==> src/rtl/noc_pkg.sv <==
// noc_pkg: shared NoC types for the router output stage.
// Holds the flit format, the flit label enum, the VC count and index type,
// the width of the per-VC allocation guard counter and the per-source states.
package noc_pkg;

  localparam int VC_NUM        = 2;
  localparam int VC_IDX_W      = (VC_NUM > 1) ? $clog2(VC_NUM) : 1;
  localparam int ALLOC_GUARD_W = 4;
  localparam int FLIT_DATA_W   = 32;

  typedef logic [VC_IDX_W-1:0] vc_idx_t;

  typedef enum logic [1:0] {
    HEAD     = 2'd0,
    BODY     = 2'd1,
    TAIL     = 2'd2,
    HEADTAIL = 2'd3
  } flit_label_t;

  typedef struct packed {
    flit_label_t             flit_label;
    vc_idx_t                 vc_id;
    logic [FLIT_DATA_W-1:0]  data;
  } flit_t;

  // Per-source state: IDLE holds no downstream VC, ACTIVE holds one.
  localparam logic [0:0] SRC_IDLE   = 1'b0;
  localparam logic [0:0] SRC_ACTIVE = 1'b1;

  // A flit that opens a packet and may therefore request a VC.
  function automatic logic isHead(input flit_label_t label);
    return (label == HEAD) || (label == HEADTAIL);
  endfunction

  // A flit that closes a packet and therefore releases its VC.
  function automatic logic isTail(input flit_label_t label);
    return (label == TAIL) || (label == HEADTAIL);
  endfunction

endpackage

==> src/rtl/router2router.sv <==
// router2router: point-to-point link between two routers.
// The upstream side drives flits; the downstream side reports per-VC
// on/off flow control and whether each VC is free for a new packet.
interface router2router;
  import noc_pkg::*;

  flit_t               data;
  logic                is_valid;
  logic [VC_NUM-1:0]   is_on_off;
  logic [VC_NUM-1:0]   is_allocatable;

  modport upstream   (output data, is_valid, input  is_on_off, is_allocatable);
  modport downstream (input  data, is_valid, output is_on_off, is_allocatable);

endinterface

==> src/rtl/link_vc_scheduler_rr_arbiter.sv <==
// rr_arbiter: N-way round-robin arbiter with a one-hot grant.
// The search starts at the pointer; when 'advance' is high the pointer
// moves to one past the current winner at the next clock edge.
module rr_arbiter #(
  parameter int N = 2
) (
  input  logic         clk,
  input  logic         rst,
  input  logic [N-1:0] req,
  input  logic         advance,
  output logic [N-1:0] grant
);

  localparam int PTR_W = (N > 1) ? $clog2(N) : 1;

  logic [PTR_W-1:0] r_ptr;
  logic [PTR_W-1:0] w_nextPtr;
  logic [PTR_W-1:0] w_idx;
  logic             w_found;

  // Pick the first requester at or after the pointer, wrapping around
  always_comb begin
    grant     = '0;
    w_nextPtr = r_ptr;
    w_idx     = '0;
    w_found   = 1'b0;
    for (int k = 0; k < N; k++) begin
      w_idx = PTR_W'((int'(r_ptr) + k) % N);
      if (!w_found && req[w_idx]) begin
        grant[w_idx] = 1'b1;
        w_found      = 1'b1;
        w_nextPtr    = PTR_W'(((int'(r_ptr) + k) % N + 1) % N);
      end
    end
  end

  // Move the pointer past the winner only when the grant is consumed
  always_ff @(posedge clk) begin
    if (rst) begin
      r_ptr <= '0;
    end else if (advance) begin
      r_ptr <= w_nextPtr;
    end
  end

endmodule

==> src/rtl/link_vc_scheduler.sv <==
// link_vc_scheduler: shares one router-to-router link among VC_NUM source
// queues. Head flits are given the lowest free downstream VC (one allocation
// per cycle, round-robin among requesters), then sources holding a VC with
// downstream permission compete flit-by-flit for the link. The chosen flit is
// rewritten with its downstream vc_id and registered onto the link.
// Optional feature macro: LINK_VC_SCHED_FASTPATH_EN lets a source compete for
// the link in the same cycle its VC is allocated.
module link_vc_scheduler
  import noc_pkg::*;
#(
  parameter int ALLOC_GUARD = 2
) (
  input  logic               clk,
  input  logic               rst,
  input  flit_t              src_data [VC_NUM],
  input  logic [VC_NUM-1:0]  src_valid,
  output logic [VC_NUM-1:0]  src_ready,
  router2router.upstream     link
);

  logic [0:0]               r_srcState [VC_NUM];
  vc_idx_t                  r_dvc      [VC_NUM];
  logic [VC_NUM-1:0]        r_reserved;
  logic [ALLOC_GUARD_W-1:0] r_guard    [VC_NUM];
  flit_t                    r_linkData;
  logic                     r_linkValid;

  logic [VC_NUM-1:0] w_vcFree;
  logic              w_anyFree;
  vc_idx_t           w_freeVc;
  logic [VC_NUM-1:0] w_vaReq;
  logic [VC_NUM-1:0] w_vaGrant;
  logic              w_vaValid;
  logic              w_protoErr;
  vc_idx_t           w_effDvc [VC_NUM];
  logic [VC_NUM-1:0] w_saReq;
  logic [VC_NUM-1:0] w_saGrant;
  logic              w_saValid;
  vc_idx_t           w_saVc;
  flit_t             w_saFlit;
  logic              w_saTail;

  // Find the free VCs and the lowest-index one among them
  always_comb begin
    w_vcFree  = '0;
    w_anyFree = 1'b0;
    w_freeVc  = '0;
    for (int v = VC_NUM - 1; v >= 0; v--) begin
      w_vcFree[v] = link.is_allocatable[v] & ~r_reserved[v] & (r_guard[v] == '0);
      if (w_vcFree[v]) begin
        w_anyFree = 1'b1;
        w_freeVc  = vc_idx_t'(v);
      end
    end
  end

  // Idle sources with a head flit request a VC; body/tail at idle is an error
  always_comb begin
    w_vaReq    = '0;
    w_protoErr = 1'b0;
    for (int i = 0; i < VC_NUM; i++) begin
      if ((r_srcState[i] == SRC_IDLE) && src_valid[i]) begin
        w_vaReq[i] = isHead(src_data[i].flit_label) & w_anyFree;
        if (!isHead(src_data[i].flit_label)) begin
          w_protoErr = 1'b1;
        end
      end
    end
  end

  rr_arbiter #(.N(VC_NUM)) u_vaArb (
    .clk     (clk),
    .rst     (rst),
    .req     (w_vaReq),
    .advance (w_vaValid),
    .grant   (w_vaGrant)
  );

  assign w_vaValid = |w_vaGrant;

  // Sources holding a VC whose downstream is on compete for the link
  always_comb begin
    w_saReq = '0;
    for (int i = 0; i < VC_NUM; i++) begin
      w_effDvc[i] = r_dvc[i];
      w_saReq[i]  = (r_srcState[i] == SRC_ACTIVE) & src_valid[i] & link.is_on_off[r_dvc[i]];
`ifdef LINK_VC_SCHED_FASTPATH_EN
      if (w_vaGrant[i]) begin
        w_effDvc[i] = w_freeVc;
        w_saReq[i]  = link.is_on_off[w_freeVc];
      end
`endif
    end
  end

  rr_arbiter #(.N(VC_NUM)) u_saArb (
    .clk     (clk),
    .rst     (rst),
    .req     (w_saReq),
    .advance (w_saValid),
    .grant   (w_saGrant)
  );

  assign w_saValid = |w_saGrant;
  assign src_ready = w_saGrant;

  // Mux the granted flit and stamp it with its downstream VC
  always_comb begin
    w_saVc   = '0;
    w_saFlit = '0;
    for (int i = 0; i < VC_NUM; i++) begin
      if (w_saGrant[i]) begin
        w_saVc   = w_effDvc[i];
        w_saFlit = src_data[i];
      end
    end
    w_saFlit.vc_id = w_saVc;
    w_saTail       = w_saValid & isTail(w_saFlit.flit_label);
  end

  // Track source ownership, VC reservations and post-release guard timers
  always_ff @(posedge clk) begin
    if (rst) begin
      for (int i = 0; i < VC_NUM; i++) begin
        r_srcState[i] <= SRC_IDLE;
        r_dvc[i]      <= '0;
        r_guard[i]    <= '0;
      end
      r_reserved <= '0;
    end else begin
      for (int i = 0; i < VC_NUM; i++) begin
        if (w_vaGrant[i]) begin
          r_srcState[i] <= SRC_ACTIVE;
          r_dvc[i]      <= w_freeVc;
        end
        if (w_saGrant[i] && w_saTail) begin
          r_srcState[i] <= SRC_IDLE;
        end
        if (r_guard[i] != '0) begin
          r_guard[i] <= r_guard[i] - 1'b1;
        end
      end
      if (w_vaValid) begin
        r_reserved[w_freeVc] <= 1'b1;
      end
      if (w_saTail) begin
        r_reserved[w_saVc] <= 1'b0;
        r_guard[w_saVc]    <= ALLOC_GUARD_W'(ALLOC_GUARD);
      end
    end
  end

  // Register the granted flit onto the link; data holds on idle cycles
  always_ff @(posedge clk) begin
    if (rst) begin
      r_linkValid <= 1'b0;
      r_linkData  <= '0;
    end else begin
      r_linkValid <= w_saValid;
      if (w_saValid) begin
        r_linkData <= w_saFlit;
      end
    end
  end

  assign link.data     = r_linkData;
  assign link.is_valid = r_linkValid;

  // Flag body/tail flits presented by a source that holds no VC
  always @(posedge clk) begin
    if (!rst) begin
      assert (!w_protoErr)
        else $warning("link_vc_scheduler: body/tail flit at a source holding no VC");
    end
  end

endmodule
==> src/flat_wrapper.sv <==
// flat-port wrapper written by rule: the top's interface ports become plain ports
module link_vc_scheduler_flat import noc_pkg::*;
#(
  parameter int ALLOC_GUARD = 2
)
  (clk, rst, src_data, src_valid, src_ready, link_data, link_is_valid, link_is_on_off, link_is_allocatable);
  router2router link_i ();
  input  logic clk;
  input  logic rst;
  input  flit_t src_data[VC_NUM];
  input  logic [VC_NUM-1:0] src_valid;
  output logic [VC_NUM-1:0] src_ready;
  output wire logic [$bits(link_i.data)-1:0] link_data;
  output wire logic [$bits(link_i.is_valid)-1:0] link_is_valid;
  input wire logic [$bits(link_i.is_on_off)-1:0] link_is_on_off;
  input wire logic [$bits(link_i.is_allocatable)-1:0] link_is_allocatable;
  assign link_data = link_i.data;
  assign link_is_valid = link_i.is_valid;
  assign link_i.is_on_off = link_is_on_off;
  assign link_i.is_allocatable = link_is_allocatable;
  link_vc_scheduler #(.ALLOC_GUARD(ALLOC_GUARD)) u_core (.clk(clk), .rst(rst), .src_data(src_data), .src_valid(src_valid), .src_ready(src_ready), .link(link_i));
endmodule
==> config.mk <==
export PLATFORM = sky130hd
export DESIGN_NAME = link_vc_scheduler_flat
export DESIGN_NICKNAME = d
export VERILOG_FILES = /design/src/rtl/noc_pkg.sv /design/src/rtl/router2router.sv /design/src/rtl/link_vc_scheduler_rr_arbiter.sv /design/src/rtl/link_vc_scheduler.sv /design/src/flat_wrapper.sv
export SDC_FILE = /design/constraint.sdc
export NUM_CORES = 1
export LEC_CHECK = 0
export ABC_AREA = 0
export BUFFER_PORTS_ARGS = -buffer_cell sky130_fd_sc_hd__buf_2
export CAP_MARGIN = 15
export CORE_MARGIN = 2
export CORE_UTILIZATION = 50
export CTS_BUF_LIST = sky130_fd_sc_hd__clkbuf_4 sky130_fd_sc_hd__clkbuf_8
export CTS_CLUSTER_SIZE = 24
export DETAILED_ROUTE_END_ITERATION = 6
export PLACE_DENSITY = 0.88
export SLEW_MARGIN = 20
export SYNTH_ARGS = -nofsm -noshare
export SYNTH_HDL_FRONTEND = slang
export SYNTH_SLANG_ARGS = --single-unit
==> constraint.sdc <==
create_clock -name clk -period 3.65 [get_ports clk]
set_input_delay 0.73 -clock clk [delete_from_list [all_inputs] [get_ports clk]]
set_output_delay 0.73 -clock clk [all_outputs]
set_load 0.02 [all_outputs]
# [After elaboration in Yosys (flattened, before gate mapping)]
# Memories as Yosys holds them, arrays and structs flattened.
# Cells that the tools add are included.
[op_classes] add_sub_neg=6 order_cmp=14 n_eq_ne=4 n_mux=77 n_bitwise=28 n_reduce_logical=29
[ops] op="two-way mux 35 bit" count=2
[ops] op="two-way mux 1 bit" count=60
[ops] op="less-than comparator 1 x 2 -> 1 bit (second input constant)" count=8
[ops] op="two-way mux 2 bit" count=7
[ops] op="logical AND 1 bit" count=12
[ops] op="bitwise AND 1 bit" count=11
[ops] op="equality test 2 bit (second input constant)" count=4
[ops] op="zero test 4 bit" count=2
[ops] op="two-way mux 4 bit" count=2
[ops] op="bitwise OR 1 bit" count=8
[ops] op="nonzero test 4 bit" count=2
[ops] op="subtractor 4 x 1 -> 4 bit (second input constant)" count=2
[ops] op="demux 1 bit (select 1 bit)" count=6
[ops] op="greater-or-equal comparator 1 bit (second input constant)" count=6
[ops] op="bitwise OR 2 bit" count=3
[ops] op="adder 1 bit (second input constant)" count=4
[ops] op="zero test 2 bit" count=2
[ops] op="inverter 1 bit" count=4
[ops] op="AND reduction 2 bit" count=2
[ops] op="nonzero test 2 bit" count=2
[ops] op="OR reduction 2 bit" count=2
[ops] op="logical OR 1 bit" count=3
[ops] op="bitwise AND 2 bit" count=1
[ops] op="zero test 1 bit" count=2
[ops] op="inverter 2 bit" count=1
[word_totals] reg_bits=40 ramBits=12 input_bits=78 output_inout_bits=38 elab_cells=168 mem_count=3
[memory_table] memory="u_core.r_guard" depth=2 word_bits=4 rd=2 rd_ports_with_merged_regs=0 write_ports=3 line_no="link_vc_scheduler.sv:24" source="logic [ALLOC_GUARD_W-1:0] r_guard [VC_NUM];"
[memory_table] memory="u_core.r_dvc" depth=2 word_bits=1 rd=2 rd_ports_with_merged_regs=0 write_ports=2 line_no="link_vc_scheduler.sv:22" source="vc_idx_t r_dvc [VC_NUM];"
[memory_table] memory="u_core.r_srcState" depth=2 word_bits=1 rd=2 rd_ports_with_merged_regs=0 write_ports=2 line_no="link_vc_scheduler.sv:21" source="logic [0:0] r_srcState [VC_NUM];"

# [Logic depth before layout (Yosys ltp)]
# Gate-level depths: netlist of the first run.
[logic_depth] depth_word=19 ltp_mapped=8 depth_no_buf=7

# [Cells and area by module]
# From an unflattened synthesis of the first run, not the netlist that was laid out.
[hier_totals] hier_cells=253 hier_area_um2=2610.0
[by_module_without_submodules] mod="link_vc_scheduler" instances=1 cells_each=239 area_each_um2=2479.9 seq_area_each_um2=1031.0
[by_module_without_submodules] mod="rr_arbiter" instances=2 cells_each=7 area_each_um2=65.1 seq_area_each_um2=20.0

# [Least setup slack after synthesis of the first run]
# No wires, ideal clock.
[synth_timing] path_kind="input -> output" startpoint="input port link_is_on_off[1]" endpoint="output port src_ready[0]" arrival_ps=1574 required_time_ps=2920 slack_ps=1346 path_stages=5 n_path_buf=1 cell_sequence="mux2i_1 > nor2_1 > a211o_1 > buf_2 > inv_2"
[synth_via] elab_chain_len=9 word_cells_on_any_way=16 cone_classes="11 x mux; 3 x bitwise; 2 x reduce/logical"
[synth_rtl] item="from (decl)" line_no="flat_wrapper.sv:15" source="input wire logic [$bits(link_i.is_on_off)-1:0] link_is_on_off;"
[synth_rtl] item="two-way mux 1 bit (implied by the code) (2 in series)" line_no="link_vc_scheduler.sv:86" source="w_saReq[i] = (r_srcState[i] == SRC_ACTIVE) & src_valid[i] & link.is_on_off[r_dvc[i]];"
[synth_rtl] item="bitwise AND 1 bit" line_no="link_vc_scheduler.sv:86"
[synth_rtl] item="two-way mux 1 bit (implied by the code) (2 in series)" line_no="link_vc_scheduler_rr_arbiter.sv:29" source="if (!w_found && req[w_idx]) begin"
[synth_rtl] item="two-way mux 1 bit" line_no="link_vc_scheduler_rr_arbiter.sv:29"
[synth_rtl] item="zero test 1 bit" line_no="link_vc_scheduler_rr_arbiter.sv:29"
[synth_rtl] item="logical AND 1 bit" line_no="link_vc_scheduler_rr_arbiter.sv:29"
[synth_rtl] item="two-way mux 2 bit *" line_no="link_vc_scheduler_rr_arbiter.sv:29"
[synth_rtl] item="to (decl)" line_no="flat_wrapper.sv:12" source="output logic [VC_NUM-1:0] src_ready;"
# Every way passes the cells marked *; elsewhere a longest branch is shown, timed or not. The select of a mux whose other input is x is not followed.

# [Final worst setup path of the first run]
[layout_timing] startpoint="input port link_is_on_off[1]" endpoint="output port src_ready[1]"
# The elaborated chain is that of the path after synthesis.

==> run metrics, run 1 <==
largest net degree at the start of global routing=35; share of cells above drive strength 1=36.3%; clk sinks=52; ant diodes=0; Hold WC Path Type=reg2reg; Synth Area per Inst=8.55 um2; CP dominant cell by count=buf_2; DR WL/cell=13.9 um; post-layout minimum cycle time=2.74 ns; RSZ-0062 raised after global routing=false; compound-cell area share of the yosys netlist=16.2%; placed cell count=413; CP max stage cell=or3_4; Routed WL=5850 um; Setup Fix Bufs, Post-CTS=0; number of global-route vias before repair=2203; fin cells=421; Fin Setup TNS=0 ns; clock transition at the registers of the reported paths=0.09 ns; Worst Path Buf+Inv=3; DR vias=2294; Cell Chain, Critical Path=buf_2 > mux2i_1 > or3_4 > nand2_4 > inv_2 > buf_2; Mapped Nets=342; Final Skew=0.00389 ns; vias per cell=5.45; Area growth syn-to-layout=31.9%; status=finished, final reports clean; FF+latch area=1070 um2; Initial Util=51.4%; final instance area=2930 um2; slowest cell delay on critical path=0.42 ns; P_sw=0.000566 W; worst vdd ir=0.000342 V; EDFF count, synth=3; gp weighted congestion=0.799; Net count, final=450; Yosys reg bits=52; most frequent cells in the layout=113 x buf_2, 49 x dfxtp_1, 45 x nor2_1, 40 x nor3_1, 34 x o22ai_1; crit path max fanout=34; power share of the clock group=22.9%; Slew Limit Fails=0; Top Usage Layer GRT=met2; P_leak=1.37 nW; synthesized cell area=2220 um2; Ports=116; Pwr Density=584 nW/um2; DPL Wire Length=4210 um; CTS tree=done; Net Sw Frac=33.1%; Post-route DRC=0; multi-input logic area=1070 um2; GRT Resource Usage Total=23.2%; Cell variety after synth=40; CP top delay family=simple AND/OR/NAND/NOR gates; Synth Flop Type=dfxtp_1; commonest non-fill, non-tap cell in the layout=buf_2; Flop pwr share=43.1%; Async S/R FF share, synth=0%; slew margin rel.=59.4%; die area=5000 um2; # fillers=359; max-cap viol count=0; DRT Pass-1 Iters=4; Rows=24; Synth Instances=260; crit share post-route=75.1%; simple logic cell fraction of the synthesized area=25.4%; antenna violations before repair=0; Max Clock Freq=365 MHz; initial DRC count=99; critical path class=in2out; grt met2 use=40.6%; met3 Use GR=3.70%; crit end category=output pin; final count of hold timing violations=0; global routing usage on met1=27.5%; DRT antenna net count=0; crit path DAT=2.01 ns; crit path launch type=input port; Die Y=70.7 um; Area contributors post-synth=dfxtp_1 44%, o22ai_1 9.8%, nor3_1 9.0%; post-cts resize count=0; top-area cell type share of the netlist area=44.1%; dpl cell area=2820 um2; CTS Hold Buffers Added=0; largest area contributor in the synthesized netlist=dfxtp_1; Int Pwr=0.00115 W; register area share after synthesis=48.2%; multiplexer share of the synthesized area=0.900%; Worst-Margin Slew=0.609 ns; Adder-Cell Fraction of Synth Area=2.25%; Syn. warnings=0; Logic pwr share=34.1%; Overflow after GRT=0; core area=4320 um2; Chip Width=70.7 um; Skew-Pair Late Insertion Delay=0.30 ns; Buffers on Ports=113; Root Buffer=clkbuf_8; Final setup viols=0; htree depth=2; largest family of logic cells by synthesized area=simple AND/OR/NAND/NOR gates; clock buffer depth=2; CTS Buf Count=5; first-pass GRT wire length=9490 um; xor/xnor share of the synthesized area=3.15%; PnR Total Power=0.00171 W; Worst EP required=2.92 ns
state kept, by name, summed over array words and instances, names as in the netlist:
name and count:
u_core.link.data 35, u_core.r_guard 8, u_core.u_saArb.r_ptr 1, u_core.u_vaArb.r_ptr 1
u_core.r_dvc 2, u_core.r_srcState 2, u_core.link.is_valid 1, u_core.r_reserved 2
path summary, 6_finish.rpt:
| kind | to | slack (ns) | startpoint | depth (start not counted) |
|---|---|---|---|---|
| worst max-delay path | src_ready[1] | 0.91 | link_is_on_off[1] | 6 |
| worst min-delay path | u_core.link.data[34] | 0.46 | u_core.link.data[34] | 2 |
| worst max register to register | u_core.r_srcState[0] | 1.29 | u_core.r_guard[1][0] | 7 |
| worst min register to register | u_core.link.data[34] | 0.46 | u_core.link.data[34] | 2 |
cell usage after synthesis, types with 2 or more instances:
cell,count
a21o_1,2
a21oi_1,6
a31oi_1,2
and3_1,2
buf_2,4
clkbuf_1,10
dfxtp_1,49
edfxtp_1,3
ha_1,4
inv_1,5
inv_2,2
mux2i_1,2
nand2_1,10
nand2b_1,2
nand3b_1,2
nor2_1,45
nor2b_1,2
nor3_1,40
nor3b_1,2
o21ai_0,3
o22ai_1,35
or2_2,2
or3b_2,2
xnor2_1,8
cell type report:
class | instances | area share, %
clock buffers | 6 | 2.60
clock inverters | 2 | 1.19
inverters | 7 | 0.896
multi-input cells | 186 | 36.5
flip-flops and latches | 52 | 36.5
well taps | 52 | 2.22
repair buffers | 116 | 20.1
power groups by stage:
stage | Sequential (W) | Clock, W | Combinational (W)
global route | 0.000750 | 0.000416 | 0.000651
global placement | 0.000743 | 0 | 0.000557
CTS | 0.000737 | 0.000401 | 0.000585
detailed placement | 0.000748 | 0 | 0.000583
floorplan | 0.000791 | 0 | 0.000368
finish | 0.000738 | 0.000392 | 0.000583
logic make-up (layout without fill, tap and decap cells):
logic type,count (synthesis),count (layout)
simple gates,116,116
compound gates,56,56
flops,52,52
buf+inv,22,131
xor+xnor,8,8
fa+ha+maj,4,4
mux,2,2
tightest hold or removal path, delay by kind of cell, from the launching register on:
kind	cells	cell delay, ns
flops	1	0.32
compound gates	1	0.05
simple gates	1	0.05
per-stage QoR:
| stage | utilization (%) | hold WS (ns) | setup slack (ns) |
|---|---|---|---|
| after global routing | 67.8 | 0.482 | 0.797 |
| after detailed placement | 65.2 | 0.447 | 0.922 |
| after global placement | 65.2 | 0.434 | 0.952 |
| final | 67.8 | 0.458 | 0.909 |
| after CTS | 67.8 | 0.460 | 0.890 |
| after floorplan | - | 0.428 | 1.35 |
routing by layer:
metal,share of wire [%],up-vias
met4,3.8,0
li1,-,1148
met2,49,102
met5,0,-
met3,6.4,22
met1,41,1022
No activity file was read; power rests on OpenSTA's default activity.
==> inputs of run 2 (changes only) <==
--- a/config.mk
+++ b/config.mk
@@ -9,11 +9,11 @@
 export BUFFER_PORTS_ARGS = -buffer_cell sky130_fd_sc_hd__buf_2
 export CAP_MARGIN = 15
 export CORE_MARGIN = 2
-export CORE_UTILIZATION = 50
+export CORE_UTILIZATION = 46
 export CTS_BUF_LIST = sky130_fd_sc_hd__clkbuf_4 sky130_fd_sc_hd__clkbuf_8
 export CTS_CLUSTER_SIZE = 24
 export DETAILED_ROUTE_END_ITERATION = 6
-export PLACE_DENSITY = 0.88
+export PLACE_DENSITY = 0.82
 export SLEW_MARGIN = 20
 export SYNTH_ARGS = -nofsm -noshare
 export SYNTH_HDL_FRONTEND = slang
==> constraint.sdc (replaced) <==
create_clock -name clk -period 2.62 [get_ports clk]
set_input_delay 0.524 -clock clk [delete_from_list [all_inputs] [get_ports clk]]
set_output_delay 0.524 -clock clk [all_outputs]
set_load 0.02 [all_outputs]
==> run 2 against run 1 <==
  * Die area rose by 8.2%
  * Design area fell by 0.13%
  * Sequential share of layout area barely moved
  * Sequential cell count did not move
  * Cell count rose by 0.95%
  * Clock power rose by 18%
  * Total power rose by 36%
  * Highest routed layer unchanged
==> run metrics, run 2 (synthesis results as in run 1) <==
status=finished, final reports clean; Max Clock Freq=430 MHz; Worst EP required=2.10 ns; slowest cell delay on critical path=0.44 ns; Ports=116; CP max stage cell=edfxtp_1; Setup Fix Bufs, Post-CTS=0; critical path class=reg2out; placed cell count=417; Worst Hold End=u_core.r_srcState[1]; Overflow after GRT=0; worst vdd ir=0.000477 V; hold_ws=0.451 ns; htree depth=2; reg2reg end=u_core.r_srcState[0]; RSZ-0062 raised after global routing=false; core area=4690 um2; Routed WL=6050 um; CTS Hold Buffers Added=0; gp weighted congestion=0.885; max FFs per register=35; clk sinks=52; clock buffer depth=2; # fillers=417; clock transition at the registers of the reported paths=0.09 ns; Root Buffer=clkbuf_8; setup ws final=0.293 ns; Reg2Reg Setup Slack=0.35 ns; die area=5410 um2; DR WL/cell=14.2 um; crit path launch type=register; Initial Util=47.4%; crit path max fanout=4; DRT antenna net count=0; Buffers on Ports=113; Die Y=73.5 um; final count of hold timing violations=0; vias per cell=5.43; Hold Crit Start=src_data[34]; CTS tree=done; Critical R2R Launch=u_core.r_guard[1][0]; Rows=25; slew margin rel.=58.8%; Worst-Margin Slew=0.616 ns; hold depth=2; DR vias=2308; initial DRC count=159; most frequent cells in the layout=113 x buf_2, 49 x dfxtp_1, 45 x nor2_1, 40 x nor3_1, 34 x o22ai_1; post-layout minimum cycle time=2.33 ns; DRT Pass-1 Iters=5; crit path DAT=1.80 ns; crit share post-route=88.8%; Worst Path Buf+Inv=2; FF+latch area=1070 um2; pre-CTS WS=0.418 ns; Slew Limit Fails=0; commonest non-fill, non-tap cell in the layout=buf_2; first-pass GRT wire length=9430 um; GRT Resource Usage Total=22.0%; Cell Chain, Critical Path=mux2i_1 > nor2_1 > a211o_1 > inv_2 > buf_2; CTS Buf Count=5; Final setup viols=0; antenna violations before repair=0; share of cells above drive strength 1=36.7%; multi-input logic area=1070 um2; Fin Setup TNS=0 ns; fin cells=425; utilization after layout=62.4%; Final Skew=0.00995 ns; max-cap viol count=0; number of global-route vias before repair=2096; post-cts resize count=0; Hold WC Path Type=in2reg; P_leak=1.37 nW; Net count, final=452; crit end category=output pin; ant diodes=0; Pwr Density=794 nW/um2; Skew-Pair Late Insertion Delay=0.31 ns; Post-route DRC=0; CP top delay family=flip-flops; r2r worst-path depth=7; Chip Width=73.5 um; Area growth syn-to-layout=31.7%; DPL Wire Length=4380 um; largest net degree at the start of global routing=34
[run 2: how the worst max path moves through the flow]
stage                               from                    to  slack, ns  cells after the start
finish                u_core.r_dvc[0][1]          src_ready[0]       0.29                      5
global route          u_core.r_dvc[0][1]          src_ready[0]       0.24                      5
CTS                   u_core.r_dvc[0][1]          src_ready[0]       0.29                      5
detailed placement  u_core.r_guard[1][0]  u_core.r_srcState[0]       0.42                      7
global placement       link_is_on_off[1]          src_ready[0]       0.48                      6
floorplan           u_core.r_guard[1][0]  u_core.r_srcState[0]       0.55                      7
[run 2: final cells by class]
type	instances	share of cell area, %
tap	54	2.31
inverter	7	0.897
clock buffer	5	2.35
multi-input combinational	186	36.6
clock inverter	3	0.726
sequential	52	36.6
timing repair buffer	118	20.6
[run 2: stage by stage]
stage          area (um2)  power, W
2_1_floorplan        2220   0.00162
4_1_cts              2930   0.00234
3_5_place_dp         2840   0.00187
5_1_grt              2930   0.00247
3_3_place_gp         2840   0.00183
6_report             2930   0.00232
[run 2: where the power goes]
| group | switching, W | total [W] | internal, W |
|---|---|---|---|
| clock | 0.000272 | 0.000463 | 0.000190 |
| sequential | 0.0000910 | 0.00103 | 0.000937 |
| combinational | 0.000454 | 0.000834 | 0.000380 |
| total | 0.000817 | 0.00232 | 0.00151 |
[run 2: routing by layer]
metal	GRT usage (%)	wire (um)
met2	39.2	3170
met5	0	0
met4	6.26	92
met1	26.9	2520
met3	4.12	271
